$ cat src/rtl/cyclic_lamp_pkg.sv
// -----------------------------------------------------------------------------
// cyclic_lamp_pkg
//   Shared definitions for the cyclic traffic-lamp light bus. The lamp
//   generator and the receive-side monitor both take their codes from here.
//
//   Contents
//     RED / GREEN / YELLOW   one-hot light codes as seen on the bus ([0:2])
//     lamp_state_t           monitor FSM states; the encoding is chosen to be
//                            identical to the cur_color encoding, so the
//                            registered state is the colour output directly
//     COLOR_*                cur_color encodings
//     light_to_state()       decode a bus code to a state (S_IDLE if illegal)
//     next_legal()           successor colour in the G -> Y -> R -> G order
// -----------------------------------------------------------------------------
package cyclic_lamp_pkg;

    localparam logic [0:2] RED    = 3'b100;
    localparam logic [0:2] GREEN  = 3'b010;
    localparam logic [0:2] YELLOW = 3'b001;

    typedef enum logic [1:0] {
        S_IDLE   = 2'd0,
        S_GREEN  = 2'd1,
        S_YELLOW = 2'd2,
        S_RED    = 2'd3
    } lamp_state_t;

    localparam logic [1:0] COLOR_NONE   = 2'd0;
    localparam logic [1:0] COLOR_GREEN  = 2'd1;
    localparam logic [1:0] COLOR_YELLOW = 2'd2;
    localparam logic [1:0] COLOR_RED    = 2'd3;

    // Any code that is not exactly one of the three lamp codes maps to
    // S_IDLE, which the monitor treats as "not one-hot".
    function automatic lamp_state_t light_to_state(input logic [0:2] code);
        lamp_state_t s;
        case (code)
            GREEN:   s = S_GREEN;
            YELLOW:  s = S_YELLOW;
            RED:     s = S_RED;
            default: s = S_IDLE;
        endcase
        return s;
    endfunction

    function automatic lamp_state_t next_legal(input lamp_state_t s);
        lamp_state_t n;
        case (s)
            S_GREEN:  n = S_YELLOW;
            S_YELLOW: n = S_RED;
            S_RED:    n = S_GREEN;
            default:  n = S_IDLE;
        endcase
        return n;
    endfunction

endpackage

$ cat src/rtl/lamp_dwell_counter.sv
// -----------------------------------------------------------------------------
// lamp_dwell_counter
//   Counts how many consecutive clocks the current colour has been on.
//   Saturates at 2^CNT_W-1 so a lamp stuck on forever never wraps back
//   through MAX_DWELL and re-fires the timeout.
//
//   Ports
//     clk, rst_n   clock / asynchronous active-low reset
//     clear        dwell <= 0 (lamp code lost)
//     load1        dwell <= 1 (first clock of a new colour)
//     incr         dwell <= dwell + 1, saturating (same colour again)
//     crossing     combinational: this edge takes dwell from MAX_DWELL to
//                  MAX_DWELL+1 (lets the owner update sticky state in step)
//     crossed      registered version of crossing; a 1-clk pulse per
//                  dwell episode
//   Control priority is clear > load1 > incr; the owner drives at most one.
// -----------------------------------------------------------------------------
module lamp_dwell_counter #(
    parameter int CNT_W     = 8,
    parameter int MAX_DWELL = 1
) (
    input  logic clk,
    input  logic rst_n,
    input  logic clear,
    input  logic load1,
    input  logic incr,
    output logic crossing,
    output logic crossed
);

    localparam logic [CNT_W-1:0] MAX_D = CNT_W'(MAX_DWELL);
    localparam logic [CNT_W-1:0] SAT   = {CNT_W{1'b1}};
    localparam logic [CNT_W-1:0] ONE   = CNT_W'(1);

    logic [CNT_W-1:0] dwell;
    logic [CNT_W-1:0] dwell_d;

    // MAX_DWELL is below the saturation value, so the crossing can only
    // happen once between two loads.
    assign crossing = incr && !clear && !load1 && (dwell == MAX_D);

    always_comb begin
        dwell_d = dwell;
        if (clear) begin
            dwell_d = '0;
        end else if (load1) begin
            dwell_d = ONE;
        end else if (incr && (dwell != SAT)) begin
            dwell_d = dwell + ONE;
        end
    end

    always_ff @(posedge clk or negedge rst_n) begin
        if (!rst_n) begin
            dwell   <= '0;
            crossed <= 1'b0;
        end else begin
            dwell   <= dwell_d;
            crossed <= crossing;
        end
    end

endmodule

$ cat src/rtl/cyclic_lamp_monitor.sv
// -----------------------------------------------------------------------------
// cyclic_lamp_monitor
//   Receive-side checker for the cyclic traffic-lamp bus. Every clock it
//   checks that the light code is one-hot, that colours follow
//   G -> Y -> R -> G, and that no colour stays on longer than MAX_DWELL
//   clocks. Full cycles are counted; errors give 1-clk pulses and a sticky
//   flag. All outputs are registered one edge after the sampled code.
//
//   Ports
//     clk          system clock, rising edge
//     rst_n        asynchronous active-low reset
//     light        lamp code [0:2]: red=100, green=010, yellow=001
//     clr_err      synchronous clear of err_sticky (an error on the same
//                  edge takes precedence)
//     cur_color    0=none/unlocked, 1=green, 2=yellow, 3=red; this is the
//                  FSM state register itself
//     locked       high while tracking a valid colour
//     code_err     pulse: light was not one-hot
//     seq_err      pulse: illegal colour transition
//     timeout_err  pulse: dwell went past MAX_DWELL
//     err_sticky   OR of error pulses since last clear/reset
//     cycle_count  completed G->Y->R->G cycles, wraps mod 2^CNT_W
// -----------------------------------------------------------------------------
module cyclic_lamp_monitor
    import cyclic_lamp_pkg::*;
#(
    parameter int MAX_DWELL = 1,
    parameter int CNT_W     = 8
) (
    input  logic             clk,
    input  logic             rst_n,
    input  logic [0:2]       light,
    input  logic             clr_err,
    output logic [1:0]       cur_color,
    output logic             locked,
    output logic             code_err,
    output logic             seq_err,
    output logic             timeout_err,
    output logic             err_sticky,
    output logic [CNT_W-1:0] cycle_count
);

    localparam logic [CNT_W-1:0] CNT_ONE = CNT_W'(1);

    lamp_state_t state;
    lamp_state_t state_d;
    lamp_state_t in_state;
    logic        in_valid;

    // armed: a green has been entered through a path that started a cycle
    // we are allowed to count; the partial cycle seen after lock-on or a
    // resync is not counted.
    logic armed;
    logic armed_d;
    logic count_inc;
    logic code_err_d;
    logic seq_err_d;
    logic dw_clear;
    logic dw_load1;
    logic dw_incr;
    logic timeout_d;

    assign in_state = light_to_state(light);
    assign in_valid = (in_state != S_IDLE);

    // Next-state / control decode. The branches are mutually exclusive and
    // ordered exactly as the evaluation order of the checker: bad code
    // first, then lock-on from idle, then hold, legal step, illegal step.
    always_comb begin
        state_d    = state;
        armed_d    = armed;
        count_inc  = 1'b0;
        code_err_d = 1'b0;
        seq_err_d  = 1'b0;
        dw_clear   = 1'b0;
        dw_load1   = 1'b0;
        dw_incr    = 1'b0;

        if (!in_valid) begin
            code_err_d = 1'b1;
            state_d    = S_IDLE;
            armed_d    = 1'b0;
            dw_clear   = 1'b1;
        end else if (state == S_IDLE) begin
            state_d  = in_state;
            dw_load1 = 1'b1;
            armed_d  = (in_state == S_GREEN);
        end else if (in_state == state) begin
            dw_incr = 1'b1;
        end else if (in_state == next_legal(state)) begin
            state_d  = in_state;
            dw_load1 = 1'b1;
            if (in_state == S_GREEN) begin
                count_inc = armed;
                armed_d   = 1'b1;
            end
        end else begin
            seq_err_d = 1'b1;
            state_d   = in_state;
            dw_load1  = 1'b1;
            armed_d   = (in_state == S_GREEN);
        end
    end

    always_ff @(posedge clk or negedge rst_n) begin
        if (!rst_n) begin
            state <= S_IDLE;
            armed <= 1'b0;
        end else begin
            state <= state_d;
            armed <= armed_d;
        end
    end

    lamp_dwell_counter #(
        .CNT_W     (CNT_W),
        .MAX_DWELL (MAX_DWELL)
    ) u_dwell (
        .clk      (clk),
        .rst_n    (rst_n),
        .clear    (dw_clear),
        .load1    (dw_load1),
        .incr     (dw_incr),
        .crossing (timeout_d),
        .crossed  (timeout_err)
    );

    always_ff @(posedge clk or negedge rst_n) begin
        if (!rst_n) begin
            code_err    <= 1'b0;
            seq_err     <= 1'b0;
            err_sticky  <= 1'b0;
            cycle_count <= '0;
        end else begin
            code_err <= code_err_d;
            seq_err  <= seq_err_d;
            // A new error on this edge beats a coincident clear.
            if (code_err_d || seq_err_d || timeout_d) begin
                err_sticky <= 1'b1;
            end else if (clr_err) begin
                err_sticky <= 1'b0;
            end
            if (count_inc) begin
                cycle_count <= cycle_count + CNT_ONE;
            end
        end
    end

    assign cur_color = state;
    assign locked    = (state != S_IDLE);

endmodule

$ cat config.mk
export PLATFORM = sky130hd
export DESIGN_NAME = cyclic_lamp_monitor
export DESIGN_NICKNAME = d
export VERILOG_FILES = /design/src/rtl/cyclic_lamp_pkg.sv /design/src/rtl/lamp_dwell_counter.sv /design/src/rtl/cyclic_lamp_monitor.sv
export SDC_FILE = /design/constraint.sdc
export NUM_CORES = 1
export LEC_CHECK = 0
export ABC_AREA = 1
export ABC_CLOCK_PERIOD_IN_PS = 1600
export BUFFER_PORTS_ARGS = -buffer_cell sky130_fd_sc_hd__buf_2
export CELL_PAD_IN_SITES_DETAIL_PLACEMENT = 1
export CELL_PAD_IN_SITES_GLOBAL_PLACEMENT = 1
export CORE_ASPECT_RATIO = 0.5
export CORE_MARGIN = 2
export CORE_UTILIZATION = 42
export CTS_CLUSTER_DIAMETER = 30
export CTS_CLUSTER_SIZE = 14
export DETAILED_ROUTE_END_ITERATION = 12
export PLACE_DENSITY = 0.87
export SLEW_MARGIN = 10
export SYNTH_ARGS = -nofsm -noshare
export SYNTH_HDL_FRONTEND = slang
export SYNTH_SLANG_ARGS = --single-unit
$ cat constraint.sdc
create_clock -name clk -period 1.6 [get_ports clk]
set_input_delay 0 -clock clk [delete_from_list [all_inputs] [get_ports clk]]
set_output_delay 0 -clock clk [all_outputs]
set_load 0.05 [all_outputs]
==> impl_results.md <==
- Max incr delay on CP: 0.45 ns
- Nets: 214
- Worst Setup Start Kind: flip-flop
- Clock power frac: 0.291
- First-pass GRT wire length: 5780 µm
- Antenna violations before repair: 0
- Post-layout minimum cycle time: 1.52 ns
- Clk sinks: 23
- Lkg Pwr: 0.905 nW
- Avg Cell Area, Syn: 8.26 µm²
- Fin. Hold Viols: 0
- HPWL after detailed placement: 2600 µm
- WP data arrival: 1.68 ns
- Syn Std Cell Area: 1440 µm²
- Clock transition at path regs: 0.09 ns
- Crit path depth: 8
- CTS root buffer: clkbuf_8
- Area Overhead vs Synth: 18.7%
- DR vias/cell: 5.20
- Total Wirelength: 3410 µm
- Setup ws final: 0.0821 ns
- Clock buffer depth: 2
- Final setup TNS: 0 ns
- Slew margin rel.: 0.635
- Routability Congestion: 0.798
- PwrDens: 744 nW/µm²
- Synth area leader: dfrtp_1
- Share of the synthesized area in the top cell type: 0.400
- Leading post-synthesis cells by cell area: dfrtp_1, nand2_1, nand3_1
- Combinational Power Share: 0.230
- Area of the multi-input gates: 785 µm²
- Most Frequent Cell on Critical Path: nand2_1
- Max cap viols: 0
- Critical Path Fanout Max: 9
- Final setup fails: 0
- Sw frac: 0.328
- Kind of critical path: reg2reg
- Antenna cells: 0
- Core Region: 3140 µm²
- Layout Skew: 0.00806 ns
- Global Route Usage Sum: 0.192
- Synthesized Nets: 186
- Ys Warns: 0
- CP top delay family: flip-flops
- Residual DRC: 0
- FF/Latch Area: 578 µm²
- Worst skew pair latency: 0.27 ns
- Fill count: 391
- Htree depth: 1
- Die span in x: 86.7 µm
- WP buf/inv: 2
- Fmax: 659 MHz
- Period utilization: 0.949
- Row cnt: 14
- Total die area: 3940 µm²
- Sw Pwr: 417 µW
- Reg2reg setup slack: 0.08 ns
- Int Power: 853 µW
- Vias in the first global route: 1,286
- Largest net degree at the start of global routing: 24
- Pins Over Slew Limit: 0
- Worst Setup End Kind: flip-flop
- Most common cell after layout, fill and taps aside: nand2_1
- Initial Utilization: 0.458
- Final ANT Viol Nets: 0
- Slew of the pin with the lowest slew margin: 0.547 ns
- Pre-CTS setup slack: 0.00610 ns
- IO Port Bufs: 20
- Cells after Synth: 174
- Most frequent cells in the layout: nand2_1, inv_1, dfrtp_1, buf_2, nand3_1
- Worst setup startpoint: cur_color[1]$_DFFE_PN0P_
- Peak supply drop: 0.294 mV
- Critical path's slowest cell: dfrtp_2
- Crit path capture: cycle_count[5]$_DFFE_PN0P_
- Routed WL per cell: 14.1 µm
- Num CTS Buffers: 3
- Cell variety after synth: 31
- I/O pin count: 21
- Status: completed
- RSZ-0062 raised after global routing: false
- Reg-to-Reg Start: cur_color[1]$_DFFE_PN0P_
- CTS tree: yes
- Layout cells sized above 1: 0.323
- Register bit total from synthesis: 23
- Hold crit path type: in2reg
- R2r endpoint: cycle_count[5]$_DFFE_PN0P_
- DRT iter0 DRCs: 39
- DRT Pass-1 Iters: 4
- Worst Path Required: 1.76 ns
- Die Ht: 45.4 µm
- Crit-path cells: inv_2 -> ha_4 -> inv_1 -> nand2_1 -> nand2_1 -> nand3_4 -> o21ai_0 -> nand2_1
- Seq/Total Area, Yosys: 0.400
- Seq pwr share: 0.479
- Length in cells of the worst reg-to-reg path: 8
- Remaining Overflow, GRT: 0
- Vias: 1,252
area by class of cell:
cell class / count / share of cell area
Inverter: 29 / 0.0718
Multi-Input combinational cell: 122 / 0.460
Tap cell: 40 / 0.0293
Clock buffer: 3 / 0.0242
Sequential cell: 23 / 0.339
Timing Repair Buffer: 23 / 0.0733
Clock inverter: 1 / 0.00293
worst min-delay path: stages:
cell     delay (ns)
buf_2          0.10
inv_1          0.04
a21oi_1        0.06
nand3_2        0.07
routing by layer:
layer,up-vias,wire length [µm],global-route usage
met1,616,1550,0.231
met3,4,105,0.0507
li1,616,-,-
met4,0,27,0.0375
met2,16,1720,0.358
met5,-,0,0
sequential cells by signal, summed over array words and instances (netlist names):
signal,cells
u_dwell.crossed,1
err_sticky,1
armed,1
code_err,1
u_dwell.dwell,8
seq_err,1
cycle_count,8
cur_color,2
metrics by stage:
stage	power, mW	area (µm²)	hold slack (ns)	utilization	cells
detailed placement	0.905	1620	0.0147	0.517	234
CTS	1.28	1680	0.0313	0.535	239
finish	1.27	1710	0.0330	0.544	241
global route	1.34	1710	0.0495	0.544	241
floorplan	0.831	1470	-0.296	-	174
global placement	0.891	1620	0.0144	0.517	234
synth_stat cells (all sizes together):
cell,n
nand2,41
inv,28
dfrtp,23
nand3,21
nor2,17
o21ai,10
ha,6
nand4,5
nor3,5
a21oi,4
xnor2,3
xor2,3
nand3b,2
a31oi,1
clkinv,1
nor3b,1
o211ai,1
o31ai,1
or2,1
power by group through the flow:
stage	Sequential [mW]	Combinational, mW	Clock, mW
after floorplan	0.660	0.171	0
after global placement	0.620	0.272	0
after detailed placement	0.621	0.283	0
after CTS	0.610	0.287	0.384
after global routing	0.611	0.318	0.410
final	0.608	0.292	0.369
cell families (layout without fill, tap and decap cells):
| family | count (synthesis) | in the layout | share of synthesized area |
|---|---|---|---|
| buf+inv | 29 | 56 | 0.0818 |
| simple gates | 93 | 93 | 0.366 |
| xor+xnor | 6 | 6 | 0.0366 |
| compound gates | 17 | 17 | 0.0635 |
| fa+ha+maj | 6 | 6 | 0.0522 |
| flops | 23 | 23 | 0.400 |
worst min-delay path by stage:
stage	start	to	cells after the start
finish	clr_err	err_sticky$_DFFE_PN0P_	4
global route	clr_err	err_sticky$_DFFE_PN0P_	4
CTS	clr_err	err_sticky$_DFFE_PN0P_	4
detailed placement	rst_n	cycle_count[1]$_DFFE_PN0P_	1
global placement	rst_n	cycle_count[2]$_DFFE_PN0P_	1
floorplan	rst_n	armed$_DFFE_PN0P_	0
what timing repair did:
item,in CTS,in global routing
gates resized for setup,1,6
hold endpoints to repair,23,0
setup endpoints to repair,1,12
buffers inserted,0,2
hold buffers,1,0
cloned,0,0
Note: power is estimated with default switching activity, not from simulation.
